### config.mk
export PLATFORM = sky130hd
export DESIGN_NAME = gait_servo_player
export DESIGN_NICKNAME = d
export VERILOG_FILES = /design/src/rtl/gait_servo_player.sv
export SDC_FILE = /design/constraint.sdc
export NUM_CORES = 1
export LEC_CHECK = 0
export ABC_CLOCK_PERIOD_IN_PS = 3240
export CORE_ASPECT_RATIO = 0.8
export CORE_MARGIN = 5
export CORE_UTILIZATION = 42
export DETAILED_ROUTE_END_ITERATION = 12
export HOLD_SLACK_MARGIN = 0.03
export SLEW_MARGIN = 20
export SYNTH_ARGS = -nofsm -noshare
export SYNTH_HDL_FRONTEND = slang
export SYNTH_SLANG_ARGS = --single-unit
### constraint.sdc
create_clock -name clk -period 3.24 [get_ports clk]
set_input_delay 0.81 -clock clk [delete_from_list [all_inputs] [get_ports clk]]
set_output_delay 0.81 -clock clk [all_outputs]
set_load 0.005 [all_outputs]
### src/rtl/gait_servo_player.sv
// gait_servo_player: plays gait ROM steps out as hobby-servo PWM pulses.
// After reset every joint is held at neutral for a homing period. After that
// the player advances one ROM step per accepted rhythm tick. A new position
// only takes effect at a frame boundary, so a pulse is never cut or stretched.
module gait_servo_player #(
    parameter int CLK_HZ      = 12_000_000,
    parameter int NSERVO      = 12,
    parameter int STEPS       = 64,
    parameter int AW          = 6,
    parameter int FRAME_US    = 20000,
    parameter int LO_US       = 1000,
    parameter int MID_US      = 1500,
    parameter int HI_US       = 2000,
    parameter int HOME_FRAMES = 50
) (
    input  logic              clk,
    input  logic              rst_n,
    input  logic              tick,
    input  logic              run,
    output logic [AW-1:0]     rom_addr,
    input  logic [NSERVO-1:0] rom_data,
    output logic [NSERVO-1:0] servo,
    output logic              homing,
    output logic              frame_start
);

    localparam int CYC_PER_US = CLK_HZ / 1_000_000;
    localparam int FRAME_CYC  = CYC_PER_US * FRAME_US;
    localparam int CW         = $clog2(FRAME_CYC);
    localparam int HW         = (HOME_FRAMES > 1) ? $clog2(HOME_FRAMES) : 1;

    localparam logic [CW-1:0] FRAME_LAST = CW'(FRAME_CYC - 1);
    localparam logic [CW-1:0] LO_CYC     = CW'(CYC_PER_US * LO_US);
    localparam logic [CW-1:0] MID_CYC    = CW'(CYC_PER_US * MID_US);
    localparam logic [CW-1:0] HI_CYC     = CW'(CYC_PER_US * HI_US);
    localparam logic [AW-1:0] STEP_LAST  = AW'(STEPS - 1);
    localparam logic [HW-1:0] HOME_LAST  = HW'(HOME_FRAMES - 1);

    typedef enum logic [1:0] {
        ST_HOMING  = 2'd0,
        ST_IDLE    = 2'd1,
        ST_WAIT    = 2'd2,
        ST_CAPTURE = 2'd3
    } state_t;

    state_t            state_r, state_s;
    logic [CW-1:0]     frame_cnt_r;
    logic [HW-1:0]     home_cnt_r, home_cnt_s;
    logic [NSERVO-1:0] pending_r, pending_s;
    logic [NSERVO-1:0] active_r;
    logic [NSERVO-1:0] servo_s;
    logic [AW-1:0]     addr_s;
    logic              homing_s;
    logic              frame_wrap_s;

    assign frame_wrap_s = (frame_cnt_r == FRAME_LAST);

    // Free-running frame counter, wraps every FRAME_CYC clocks in every state.
    always_ff @(posedge clk or negedge rst_n) begin
        if (!rst_n) begin
            frame_cnt_r <= {CW{1'b0}};
        end else if (frame_wrap_s) begin
            frame_cnt_r <= {CW{1'b0}};
        end else begin
            frame_cnt_r <= frame_cnt_r + CW'(1);
        end
    end

    // Latch the captured step into the pulse generator only at the frame wrap.
    always_ff @(posedge clk or negedge rst_n) begin
        if (!rst_n) begin
            active_r <= {NSERVO{1'b0}};
        end else if (frame_wrap_s) begin
            active_r <= pending_r;
        end else begin
            active_r <= active_r;
        end
    end

    // Step sequencer: homing countdown, tick acceptance, ROM fetch and capture.
    always_comb begin
        state_s    = state_r;
        addr_s     = rom_addr;
        pending_s  = pending_r;
        homing_s   = homing;
        home_cnt_s = home_cnt_r;
        case (state_r)
            ST_HOMING: begin
                if (frame_wrap_s) begin
                    home_cnt_s = home_cnt_r + HW'(1);
                    if (home_cnt_r == HOME_LAST) begin
                        homing_s = 1'b0;
                        state_s  = ST_WAIT;
                    end else begin
                        state_s  = ST_HOMING;
                    end
                end else begin
                    state_s = ST_HOMING;
                end
            end
            ST_IDLE: begin
                if (tick && run) begin
                    addr_s  = (rom_addr == STEP_LAST) ? {AW{1'b0}} : rom_addr + AW'(1);
                    state_s = ST_WAIT;
                end else begin
                    state_s = ST_IDLE;
                end
            end
            ST_WAIT: begin
                state_s = ST_CAPTURE;
            end
            ST_CAPTURE: begin
                pending_s = rom_data;
                state_s   = ST_IDLE;
            end
            default: begin
                state_s    = ST_HOMING;
                homing_s   = 1'b1;
                home_cnt_s = {HW{1'b0}};
                addr_s     = {AW{1'b0}};
            end
        endcase
    end

    // Sequencer state and its registered outputs.
    always_ff @(posedge clk or negedge rst_n) begin
        if (!rst_n) begin
            state_r    <= ST_HOMING;
            rom_addr   <= {AW{1'b0}};
            pending_r  <= {NSERVO{1'b0}};
            homing     <= 1'b1;
            home_cnt_r <= {HW{1'b0}};
        end else begin
            state_r    <= state_s;
            rom_addr   <= addr_s;
            pending_r  <= pending_s;
            homing     <= homing_s;
            home_cnt_r <= home_cnt_s;
        end
    end

    // Per-joint pulse comparator: neutral while homing, else HI/LO per position bit.
    always_comb begin
        servo_s = {NSERVO{1'b0}};
        for (int i = 0; i < NSERVO; i++) begin
            if (homing) begin
                servo_s[i] = (frame_cnt_r < MID_CYC);
            end else if (active_r[i]) begin
                servo_s[i] = (frame_cnt_r < HI_CYC);
            end else begin
                servo_s[i] = (frame_cnt_r < LO_CYC);
            end
        end
    end

    // Registered PWM pins and the frame-start strobe (high while frame_cnt == 0).
    always_ff @(posedge clk or negedge rst_n) begin
        if (!rst_n) begin
            servo       <= {NSERVO{1'b0}};
            frame_start <= 1'b0;
        end else begin
            servo       <= servo_s;
            frame_start <= frame_wrap_s;
        end
    end

endmodule
; Yosys cells after proc, flatten, opt, wreduce, memory -nomap -nowiden
; Cells that the tools add are included.
; W data, S select, Z words.
[classes]
n_addsub = 3
order_cmp = 3
n_eq_ne = 6
mux = 30
reduce_logical = 5
[op_table]
columns = op, count
row1 = $lt A18 B15 Y1 const B, 2
row2 = $mux W1, 24
row3 = $add A18 B1 Y18 const B, 1
row4 = $eq A18 B18 Y1 const B, 1
row5 = $lt A18 B14 Y1 const B, 1
row6 = $mux W18, 1
row7 = $add A6 B1 Y6 const B, 2
row8 = $eq A6 B6 Y1 const B, 2
row9 = $pmux W2 S4, 1
row10 = $mux W2, 3
row11 = $mux W6, 1
row12 = $eq A2 B2 Y1 const B, 2
row13 = $reduce_and A2 Y1, 2
row14 = $reduce_and A3 Y1, 1
row15 = $eq A2 B1 Y1 const B, 1
row16 = $logic_not A2 Y1, 1
row17 = $logic_and A1 B1 Y1, 1
[word_totals]
reg_bits = 70
input_bits = 16
output_inout_bits = 20
wordCells = 56

; Longest topological paths before layout
; Gate-level depths: netlist of run 1.
[depth]
word_depth = 4
depth_mapped = 7
ltp_nobuf = 6

; Worst setup path after synthesis of run 1
; No wires, ideal clock.
[synth_path]
kind = register -> register
start = reg frame_cnt_r[9]
end = reg active_r[10]
setup_ps = 125
arrival_ps = 1811
required_ps = 3115
slack_ps = 1304
path_stages_with_launch = 6
path_buffers = 2
synth_period_minus_slack_ps = 1936
path_cell_list = dfrtp_1 > buf_2 > or4_4 > nor3_4 > buf_6 > mux2_2
[synth_between]
elab_chain_cells = 1
[synth_rtl]
columns = item, line
row1 = "start, declared", 47  ; logic [CW-1:0] frame_cnt_r;
row2 = "start signal, assigned", 61  ; frame_cnt_r <= {CW{1'b0}};
row3 = "start signal, assigned", 63  ; frame_cnt_r <= {CW{1'b0}};
row4 = "start signal, assigned", 65  ; frame_cnt_r <= frame_cnt_r + CW'(1);
row5 = $eq A18 B18 Y1, 56  ; assign frame_wrap_s = (frame_cnt_r == FRAME_LAST);
row6 = "end signal, assigned", 72  ; active_r <= {NSERVO{1'b0}};
row7 = "end signal, assigned", 74  ; active_r <= pending_r;
row8 = "end signal, assigned", 76  ; active_r <= active_r;
row9 = "end, declared", 50  ; logic [NSERVO-1:0] active_r;
; Every way passes these cells.
; A chain may end at the register's enable or synchronous reset.

; Worst setup path after layout of run 1
[layout_path]
start = in tick
end = reg rom_addr[3]
[layout_between]
elab_chain_cells = 2
[layout_rtl]
columns = item, line
row1 = "start, declared", 18  ; input logic tick,
row2 = $logic_and A1 B1 Y1, 102  ; if (tick && run) begin
row3 = $reduce_and A2 Y1 (no source line), n/a
row4 = "end signal, assigned", 129  ; rom_addr <= {AW{1'b0}};
row5 = "end signal, assigned", 135  ; rom_addr <= addr_s;
row6 = "end, declared", 20  ; output logic [AW-1:0] rom_addr,
; Every way passes these cells.

==> run_results.csv, run 1 <==
group,metric,value,unit
status,outcome,"finished clean",
sta,fin_crit_sh,68.6,%
synth,seq_area_frac_synth,59.5,%
sta,tightest_slew,917,ps
drt,drtIter0Drc,68,
worst_setup_path,crit_cells,6,
worst_setup_path,crit_path_end_kind,"flip-flop",
sta,relSlewSlack,38.6,%
worst_setup_path,crit_path_max_incr_delay,700,ps
global_route,grt_use_total,13.2,%
global_route,antenna_found_initial,0,
die,io_pins,36,
worst_setup_path,timing.rr.start,"frame_cnt_r[0]$_DFF_PN0_",
worst_setup_path,worst_setup_path_start_kind,"input port",
sta,hold_viol_final,0,
clocking,root_buffer,"clkbuf_8",
clocking,cts_setup_buffers,0,
global_route,gr-total-overflow,0,
place,hpwl,3480,um
die,die_x,104,um
worst_setup_path,cp-endpoint,"rom_addr[3]$_DFFE_PN0P_",
clocking,path_clk_slew,70,ps
global_route,grt_pass1_vias,1918,
drt,routedWlPerCell,14.5,um
place,io_buffers,35,
cells_and_area,nFillCells,641,
die,core-area,6860,sq um
sta,max_clock_freq,0.450,GHz
synth,synth.top_cells.by_area,"dfrtp_1 (59%), mux2_2 (9.2%), xnor2_1 (4.5%)",
drt,wirelength,5410,um
die,rows,27,
worst_setup_path,r2r_end,"active_r[10]$_DFFE_PN0N_",
clocking,numCtsBuffers,9,
sta,tns,0,ps
worst_setup_path,rr_worst_depth,5,
synth,synth.top_cell.area_share,58.6,%
sta,min_period,2220,ps
clocking,postCtsHoldBufs,0,
synth,synthArstFlopShare,100,%
global_route,grt_pass1_wl,9360,um
drt,postRouteAntennaNets,0,
worst_setup_path,r2r_setup_slack,1170,ps
synth,yosysTopAreaCell,"dfrtp_1",
die,dieArea,8800,sq um
flow_run,maxCapViolCount,0,
sta,rsz0062_at_grt,"false",
worst_setup_path,critPathBufInv,1,
pwr,p_per_area,570,nW/um^2
synth,synth_edf_count,0,
die,die_h,84.9,um
pwr,p_leak,0.00156,uW
synth,syn_area_per_cell,12.1,sq um
synth,synth_ff_type,"dfrtp_1",
drt,drc_errors,0,
synth,netlist_instances,243,
worst_setup_path,required,3460,ps
die,start_util,42.9,%
cells_and_area,areaGrowthSynthToFinish,21.2,%
cells_and_area,final_layout_size_suffix_gt1_share,15.7,%
cells_and_area,diodes,0,
worst_setup_path,crit_path_start,"tick",
synth,yosys_warnings,0,
worst_setup_path,cp_max_fo,7,
clocking,htreeDepth,3,
synth,synth-seq-cells,70,
sta,slew_viol_final,0,
clocking,max-clock-path-buffers,2,
global_route,grt_max_degree,71,
synth,syn_area,2950,sq um
cells_and_area,nets,303,
cells_and_area,seq_area,1750,sq um
worst_setup_path,crit_arrival,2440,ps
cells_and_area,multi_input_area,1130,sq um
synth,yosysUniqueCellTypes,38,
drt,drt-vias-per-instance,5.06,
clocking,clock-sinks,70,
cells_and_area,final_cell_mix,"dfrtp_1 (69), clkdlybuf4s50_1 (34), mux2_2 (24)",
pwr,vdd_ir_drop_max,331,uV
drt,drt-pass1-iter-count,4,
worst_hold_path,hp-class,"reg2reg",
synth,syn_nets,263,
cells_and_area,layout_commonest_cell,"dfrtp_1",
worst_setup_path,crit_slowest_cell,"nor3b_1",
worst_setup_path,path_class,"in2reg",
drt,routed-via-count,1887,
worst_setup_path,cp_cell_sequence,"clkdlybuf4s50_1, nand2_1, nor3b_1, o21ai_0, nand2_1, o21ai_0",
clocking,cts_tree,"done",
clocking,cts_resized,0,
worst_setup_path,crit_family,"simple AND/OR/NAND/NOR gates",
pwr,total_power,2040,uW
place,gp_congestion,0.773,
sta,finalClockSkew,7.73,ps
sta,setup_viol,0,
clocking,clock_latency,340,ps
[cell usage after synthesis (all sizes together), types with 5 or more instances]
cell type / n
xnor2: 15
nor2: 20
nand3: 10
a21oi: 6
a21o: 14
nor3: 7
o21ai: 7
dfrtp: 69
nand2: 17
and3: 6
xor2: 7
clkbuf: 5
nand4: 6
mux2: 24
[per-layer routing]
| layer | vias up | GRT usage (%) | part of all wire [%] |
|---|---|---|---|
| li1 | 925 | - | - |
| met4 | 0 | 4.29 | 1.4 |
| met3 | 8 | 5.48 | 4.0 |
| met1 | 924 | 17.9 | 51 |
| met2 | 30 | 19.3 | 43 |
| met5 | - | 0 | 0 |
[logic make-up (layout without fill, tap and decap cells)]
logic type / after synthesis / in the layout / share of synthesized area [%]
AND/OR/NAND/NOR: 78 / 78 / 13.6
flip-flops: 70 / 70 / 59.5
AO/OA/AOI/OAI: 32 / 32 / 7.14
multiplexers: 25 / 25 / 9.52
XOR/XNOR: 22 / 22 / 6.54
buffers and inverters: 12 / 55 / 1.95
adder cells (fa/ha/maj): 4 / 4 / 1.70
[layout make-up]
type	instances	share of cell area, %
flip-flops and latches	70	49.1
multi-input cells	161	31.8
repair buffers	37	10.1
clock buffers	11	4.24
well taps	87	3.05
clock inverters	3	1.26
inverters	4	0.421
[through the flow]
stage	util (%)	cells	instance area, sq um	worst slack (ps)	hold slack (ps)
after floorplan	-	243	2950	1300	445
after global placement	49.2	359	3370	777	456
after detailed placement	49.2	359	3370	752	461
after CTS	52.0	373	3570	996	479
after global routing	52.0	373	3570	916	506
final	52.0	373	3570	1020	476
[report_power, final]
group          internal (uW)  total, uW  leakage, uW  switching, uW
sequential               987       1060     0.000862           76.6
clock                    389        697    0.0000935            308
combinational            167        274     0.000606            108
total                   1540       2040      0.00156            493
[flip-flops by register name, indices dropped and copies added (netlist names)]
signal and flops:
active_r 12, frame_cnt_r 18, frame_start 1, home_cnt_r 6, homing 1, pending_r 12
rom_addr 6, servo 12, state_r 2
[worst min path at each step]
stage | start | to | cells past startpoint
after floorplan | home_cnt_r[5]$_DFFE_PN0P_ | home_cnt_r[5]$_DFFE_PN0P_ | 1
after global placement | active_r[1]$_DFFE_PN0N_ | servo[1]$_DFF_PN0_ | 1
after detailed placement | active_r[1]$_DFFE_PN0N_ | servo[1]$_DFF_PN0_ | 1
after CTS | active_r[1]$_DFFE_PN0N_ | servo[1]$_DFF_PN0_ | 1
after global routing | active_r[0]$_DFFE_PN0N_ | servo[0]$_DFF_PN0_ | 1
final | active_r[1]$_DFFE_PN0N_ | servo[1]$_DFF_PN0_ | 1
Note: power is estimated with default switching activity, not from simulation.
==> inputs of run 2 (changes only) <==
--- a/config.mk
+++ b/config.mk
@@ -5,7 +5,7 @@
 export SDC_FILE = /design/constraint.sdc
 export NUM_CORES = 1
 export LEC_CHECK = 0
-export ABC_CLOCK_PERIOD_IN_PS = 3240
+export ABC_CLOCK_PERIOD_IN_PS = 2100
 export CORE_ASPECT_RATIO = 0.8
 export CORE_MARGIN = 5
 export CORE_UTILIZATION = 42
==> constraint.sdc (replaced) <==
create_clock -name clk -period 2.1 [get_ports clk]
set_input_delay 0.525 -clock clk [delete_from_list [all_inputs] [get_ports clk]]
set_output_delay 0.525 -clock clk [all_outputs]
set_load 0.005 [all_outputs]
==> run 2 against run 1 <==
Compared with the run above:
- combinational power rose by 56%
- via count barely moved
- non-clock buffer count rose by 4
- flip-flop and latch count did not move
- die area did not move
- global-route usage fell by 0.11 points
- wire length fell by 3.8%
- cell count rose by 1.6%
- setup slack got worse by 830 ps
- final area rose by 2.1%
- clock skew rose by 2.4 ps
- critical path depth fell by 5
==> run_results.csv, run 2 (synthesized netlist as in run 1, its figures left out) <==
group,metric,value,unit
clocking,path_clk_slew,70,ps
place,postPlaceCellArea,3430,sq um
pwr,pwr-share-comb,13.3,%
worst_setup_path,cp_cell_sequence,"clkdlybuf4s50_1",
worst_setup_path,r2r_setup_slack,230,ps
worst_setup_path,rr_worst_depth,4,
sta,hold_viol_final,0,
worst_setup_path,crit_arrival,1390,ps
worst_setup_path,crit_cells,1,
worst_setup_path,crit_path_max_incr_delay,550,ps
worst_setup_path,cp-endpoint,"homing",
drt,routed-via-count,1888,
clocking,max-clock-path-buffers,2,
clocking,cts_setup_buffers,0,
pwr,p_leak,0.00159,uW
cells_and_area,stdcell_area,3640,sq um
place,placed_cells,363,
drt,postRouteAntennaNets,0,
sta,max_clock_freq,0.522,GHz
drt,maxUsedRoutingLayer,"met4",
sta,slew_viol_final,0,
worst_setup_path,crit_path_end_kind,"output pin",
global_route,gr-total-overflow,0,
global_route,grt_max_degree,71,
clocking,htreeDepth,3,
flow_run,maxCapViolCount,0,
worst_setup_path,r2r_end,"active_r[7]$_DFFE_PN0N_",
pwr,seqPwrFrac,50.9,%
pwr,swShare,23.9,%
cells_and_area,diodes,0,
worst_setup_path,path_class,"reg2out",
worst_setup_path,timing.rr.start,"frame_cnt_r[7]$_DFF_PN0_",
pwr,vdd_ir_drop_max,580,uV
cells_and_area,nets,307,
sta,rsz0062_at_grt,"false",
sta,setup_viol,0,
cells_and_area,nFillCells,623,
worst_hold_path,hp-class,"in2async",
drt,met3_wirelength,306,um
sta,tightest_slew,536,ps
worst_setup_path,cp_max_fo,4,
cells_and_area,largest_register,"frame_cnt_r",
global_route,grt_use_total,13.1,%
sta,fin_crit_sh,91.1,%
drt,drtIter0Drc,76,
die,start_util,42.9,%
worst_setup_path,crit_slowest_cell,"dfstp_2",
sta,tns,0,ps
die,core-area,6860,sq um
status,outcome,"finished clean",
clocking,postCtsHoldBufs,0,
place,hpwl,3470,um
cells_and_area,largest_register_ffs,18,
clocking,root_buffer,"clkbuf_8",
clocking,clock_latency,340,ps
pwr,intPower,2460,uW
cells_and_area,areaGrowthSynthToFinish,23.7,%
worst_setup_path,required,1570,ps
drt,wl_met1,2540,um
clocking,numCtsBuffers,9,
drt,wirelength,5200,um
sta,min_period,1910,ps
die,rows,27,
sta,relSlewSlack,64.1,%
worst_setup_path,critPathBufInv,1,
worst_setup_path,crit_family,"flip-flops",
worst_setup_path,worst_setup_path_start_kind,"flip-flop",
cells_and_area,final_layout_size_suffix_gt1_share,16.8,%
clocking,cts_resized,0,
cells_and_area,layout_commonest_cell,"dfrtp_1",
pwr,pwr-share-clk,35.8,%
worst_setup_path,crit_path_start,"homing$_DFFE_PN1P_",
die,die_x,104,um
cells_and_area,final_cell_mix,"dfrtp_1 (69), clkdlybuf4s50_1 (34), mux2_2 (24)",
global_route,antenna_found_initial,0,
global_route,grt_pass1_vias,1967,
clocking,clock-sinks,70,
cells_and_area,finalNonFillerCells,379,
drt,wl_met2,2270,um
pwr,netSwitchingPower,771,uW
global_route,grt_pass1_wl,9260,um
drt,drt-vias-per-instance,4.98,
sta,finalClockSkew,10.1,ps
drt,routedWlPerCell,13.7,um
die,dieArea,8800,sq um
drt,drt-pass1-iter-count,5,
clocking,cts_tree,"done",
pwr,p_per_area,886,nW/um^2
place,gp_congestion,0.865,
die,io_pins,36,
place,io_buffers,35,
die,die_h,84.9,um
drt,drc_errors,0,
## run 2: layout make-up
class,instances,area [sq um],share of cell area (%)
Clock buffer,11,131,3.61
Clock inverter,5,83.8,2.30
Tap cell,87,109,2.99
Multi-Input combinational cell,161,1130,31.2
Timing Repair Buffer,41,415,11.4
Inverter,4,15.0,0.412
Sequential cell,70,1750,48.1
## run 2: power groups by stage
| stage | sequential (uW) | clock (uW) | combinational (uW) |
|---|---|---|---|
| floorplan | 1640 | 0 | 262 |
| global placement | 1670 | 0 | 432 |
| detailed placement | 1670 | 0 | 441 |
| CTS | 1640 | 1200 | 442 |
| global route | 1670 | 1260 | 484 |
| finish | 1640 | 1160 | 428 |
## run 2: worst min-delay path by stage
stage	startpoint	cells after the start	endpoint	slack, ps
after global routing	rst_n	2	home_cnt_r[5]$_DFFE_PN0P_	220
final	rst_n	2	home_cnt_r[4]$_DFFE_PN0P_	190
after CTS	rst_n	2	servo[11]$_DFF_PN0_	200
after detailed placement	active_r[5]$_DFFE_PN0N_	1	servo[5]$_DFF_PN0_	460
after floorplan	rst_n	0	active_r[0]$_DFFE_PN0N_	230
after global placement	active_r[6]$_DFFE_PN0N_	1	servo[6]$_DFF_PN0_	460
## run 2: per-layer routing
| metal | vias up | track usage [%] |
|---|---|---|
| met1 | 913 | 16.7 |
| met4 | 0 | 5.84 |
| met5 | - | 0 |
| met2 | 33 | 19.7 |
| met3 | 11 | 5.40 |
| li1 | 931 | - |
## run 2: per-stage QoR
step / power [uW] / hold slack [ps] / util [%] / setup slack [ps]
after global routing: 3410 / 222 / 53.1 / 121
after global placement: 2100 / 458 / 50.0 / 267
final: 3230 / 192 / 53.1 / 186
after floorplan: 1900 / 229 / - / 164
after detailed placement: 2110 / 464 / 50.0 / 215
after CTS: 3280 / 195 / 53.1 / 149
==> inputs of run 3 (changes only) <==
--- a/config.mk
+++ b/config.mk
@@ -6,6 +6,7 @@
 export NUM_CORES = 1
 export LEC_CHECK = 0
 export ABC_CLOCK_PERIOD_IN_PS = 2100
+export CAP_MARGIN = 30
 export CORE_ASPECT_RATIO = 0.8
 export CORE_MARGIN = 5
 export CORE_UTILIZATION = 42
==> results of run 3 <==
Final layout, timing and power as in run 2 (identical DEF).
==> patch, RTL diff (config.mk and constraints of run 2) <==
Register the output `servo` once more, with the module's reset; this adds one clock of latency there. The other outputs are not delayed to match.
--- a/src/rtl/gait_servo_player.sv
+++ b/src/rtl/gait_servo_player.sv
@@ -43,4 +43,6 @@
         ST_CAPTURE = 2'd3
     } state_t;
+
+    logic [NSERVO-1:0] servo_s0;
 
     state_t            state_r, state_s;
@@ -157,11 +159,19 @@
     always_ff @(posedge clk or negedge rst_n) begin
         if (!rst_n) begin
-            servo       <= {NSERVO{1'b0}};
+            servo_s0    <= {NSERVO{1'b0}};
             frame_start <= 1'b0;
         end else begin
-            servo       <= servo_s;
+            servo_s0    <= servo_s;
             frame_start <= frame_wrap_s;
         end
     end
 
+    always_ff @(posedge clk or negedge rst_n) begin
+        if (!rst_n) begin
+            servo <= '0;
+        end else begin
+            servo <= servo_s0;
+        end
+    end
+
 endmodule
Behaviour: not the same (a bounded check fails within 4 cycles, from zero or initial values and one cycle with rst_n low).
==> patch against run 2 <==
  * Setup slack lost 0.038 ns
  * Count of clock-buffer cells in the layout shrank 2
  * Sequential cell count grew 12
  * Wire length grew 24%
  * Utilization shrank 1.1 points
  * Cell area grew 14%
  * Total power grew 4.9%
  * Area after synthesis grew 19%
==> patch: results (changes against run 2) <==
- Area contributors post-synth: dfrtp_1, mux2_2, o221ai_2
- Pwr Density: 812 nW/um2 (-8.4%)
- Status: completed
- Avg WL per Cell: 14.9 um (+8.9%)
- Clock Pin Slew Worst Setup and Hold Paths: 0.09 ns (+0.02 ns)
- P_clk: 1050 uW (-9%)
- CP peak stage delay: 0.58 ns (+0.03 ns)
- Headroom to the max-slew limit: 51.5% (-13 points)
- Post-synthesis xor/xnor area fraction: 5.51% (-1.0 points)
- Data arrival, critical path: 1.43 ns (+0.04 ns)
- Fin Clk Skew: 0.00603 ns (-0.00408 ns)
- Dpl cell area: 3970 um2 (+16%)
- Vias per cell: 5.21 (+4.6%)
- Largest net degree at the start of global routing: 46 (-35%)
- Initial DRC Count: 129 (+70%)
- Met3 Usage GRT: 5.33% (-0.070 points)
- Global-route wire length before repair: 11.2 mm (+21%)
- Share of layout cells above drive strength 1: 19.4% (+2.7 points)
- Pleak: 0.00168 uW (+5.6%)
- Mapped Nets: 301 (+14%)
- Worst VDD drop: 0.375 mV (-35%)
- Vias in the first global route: 2229 (+13%)
- Adder-Cell Fraction of Synth Area: 1.43% (-0.27 points)
- Top cells by count, synth: dfrtp_1, nand2_1, mux2_2, nor2_1, nand4_1
- Power Internal: 2470 uW (+0.41%)
- Hold Path Class: flop to flop
- Mux contribution to synthesized area: 8.01% (-1.5 points)
-- patch: through the flow --
| step | setup WS, ns | hold WS (ns) |
|---|---|---|
| finish | 0.148 | 0.353 |
| global placement | 0.270 | 0.334 |
| global route | 0.0724 | 0.361 |
| detailed placement | 0.262 | 0.335 |
| floorplan | 0.299 | 0.229 |
| CTS | 0.114 | 0.356 |
-- patch: area by class of cell --
type,instances,area [um2],share of cell area (%)
Sequential cell,82,2050,49.2
Multi-Input combinational cell,178,1340,32.0
Timing Repair Buffer,44,443,10.6
Tap cell,108,135,3.24
Clock buffer,9,124,2.97
Clock inverter,7,65.1,1.56
Inverter,4,15.0,0.360
-- patch: per-layer routing --
layer / routed length, um / share of wire [%] / up-vias
met2: 2790 / 43 / 49
met5: 0 / 0 / -
met1: 3310 / 51 / 1117
met3: 331 / 5.1 / 2
met4: 29 / 0.45 / 0
li1: - / - / 1084
-- patch: timing repair --
item	CTS	global route
hold endpoints to repair	11	0
gates resized for setup	0	0
hold buffers	1	0
-- patch: cell families after synthesis --
| kind of cell | count (synthesis) |
|---|---|
| multiplexers | 25 |
| adder cells (fa/ha/maj) | 4 |
| AO/OA/AOI/OAI | 33 |
| AND/OR/NAND/NOR | 94 |
| flip-flops | 82 |
| buffers and inverters | 21 |
| XOR/XNOR | 22 |
-- patch: worst paths after layout --
path                            endpoint             from  slack, ns  depth (start not counted)
max                               homing           homing       0.15                          1
min                             servo[9]      servo_s0[9]       0.35                          0
max reg2reg                  servo_s0[9]  frame_cnt_r[16]       0.26                          4
min reg2reg                     servo[9]      servo_s0[9]       0.35                          0
max in group asynchronous  home_cnt_r[3]            rst_n       0.96                          3
min in group asynchronous    active_r[7]            rst_n       0.59                          2
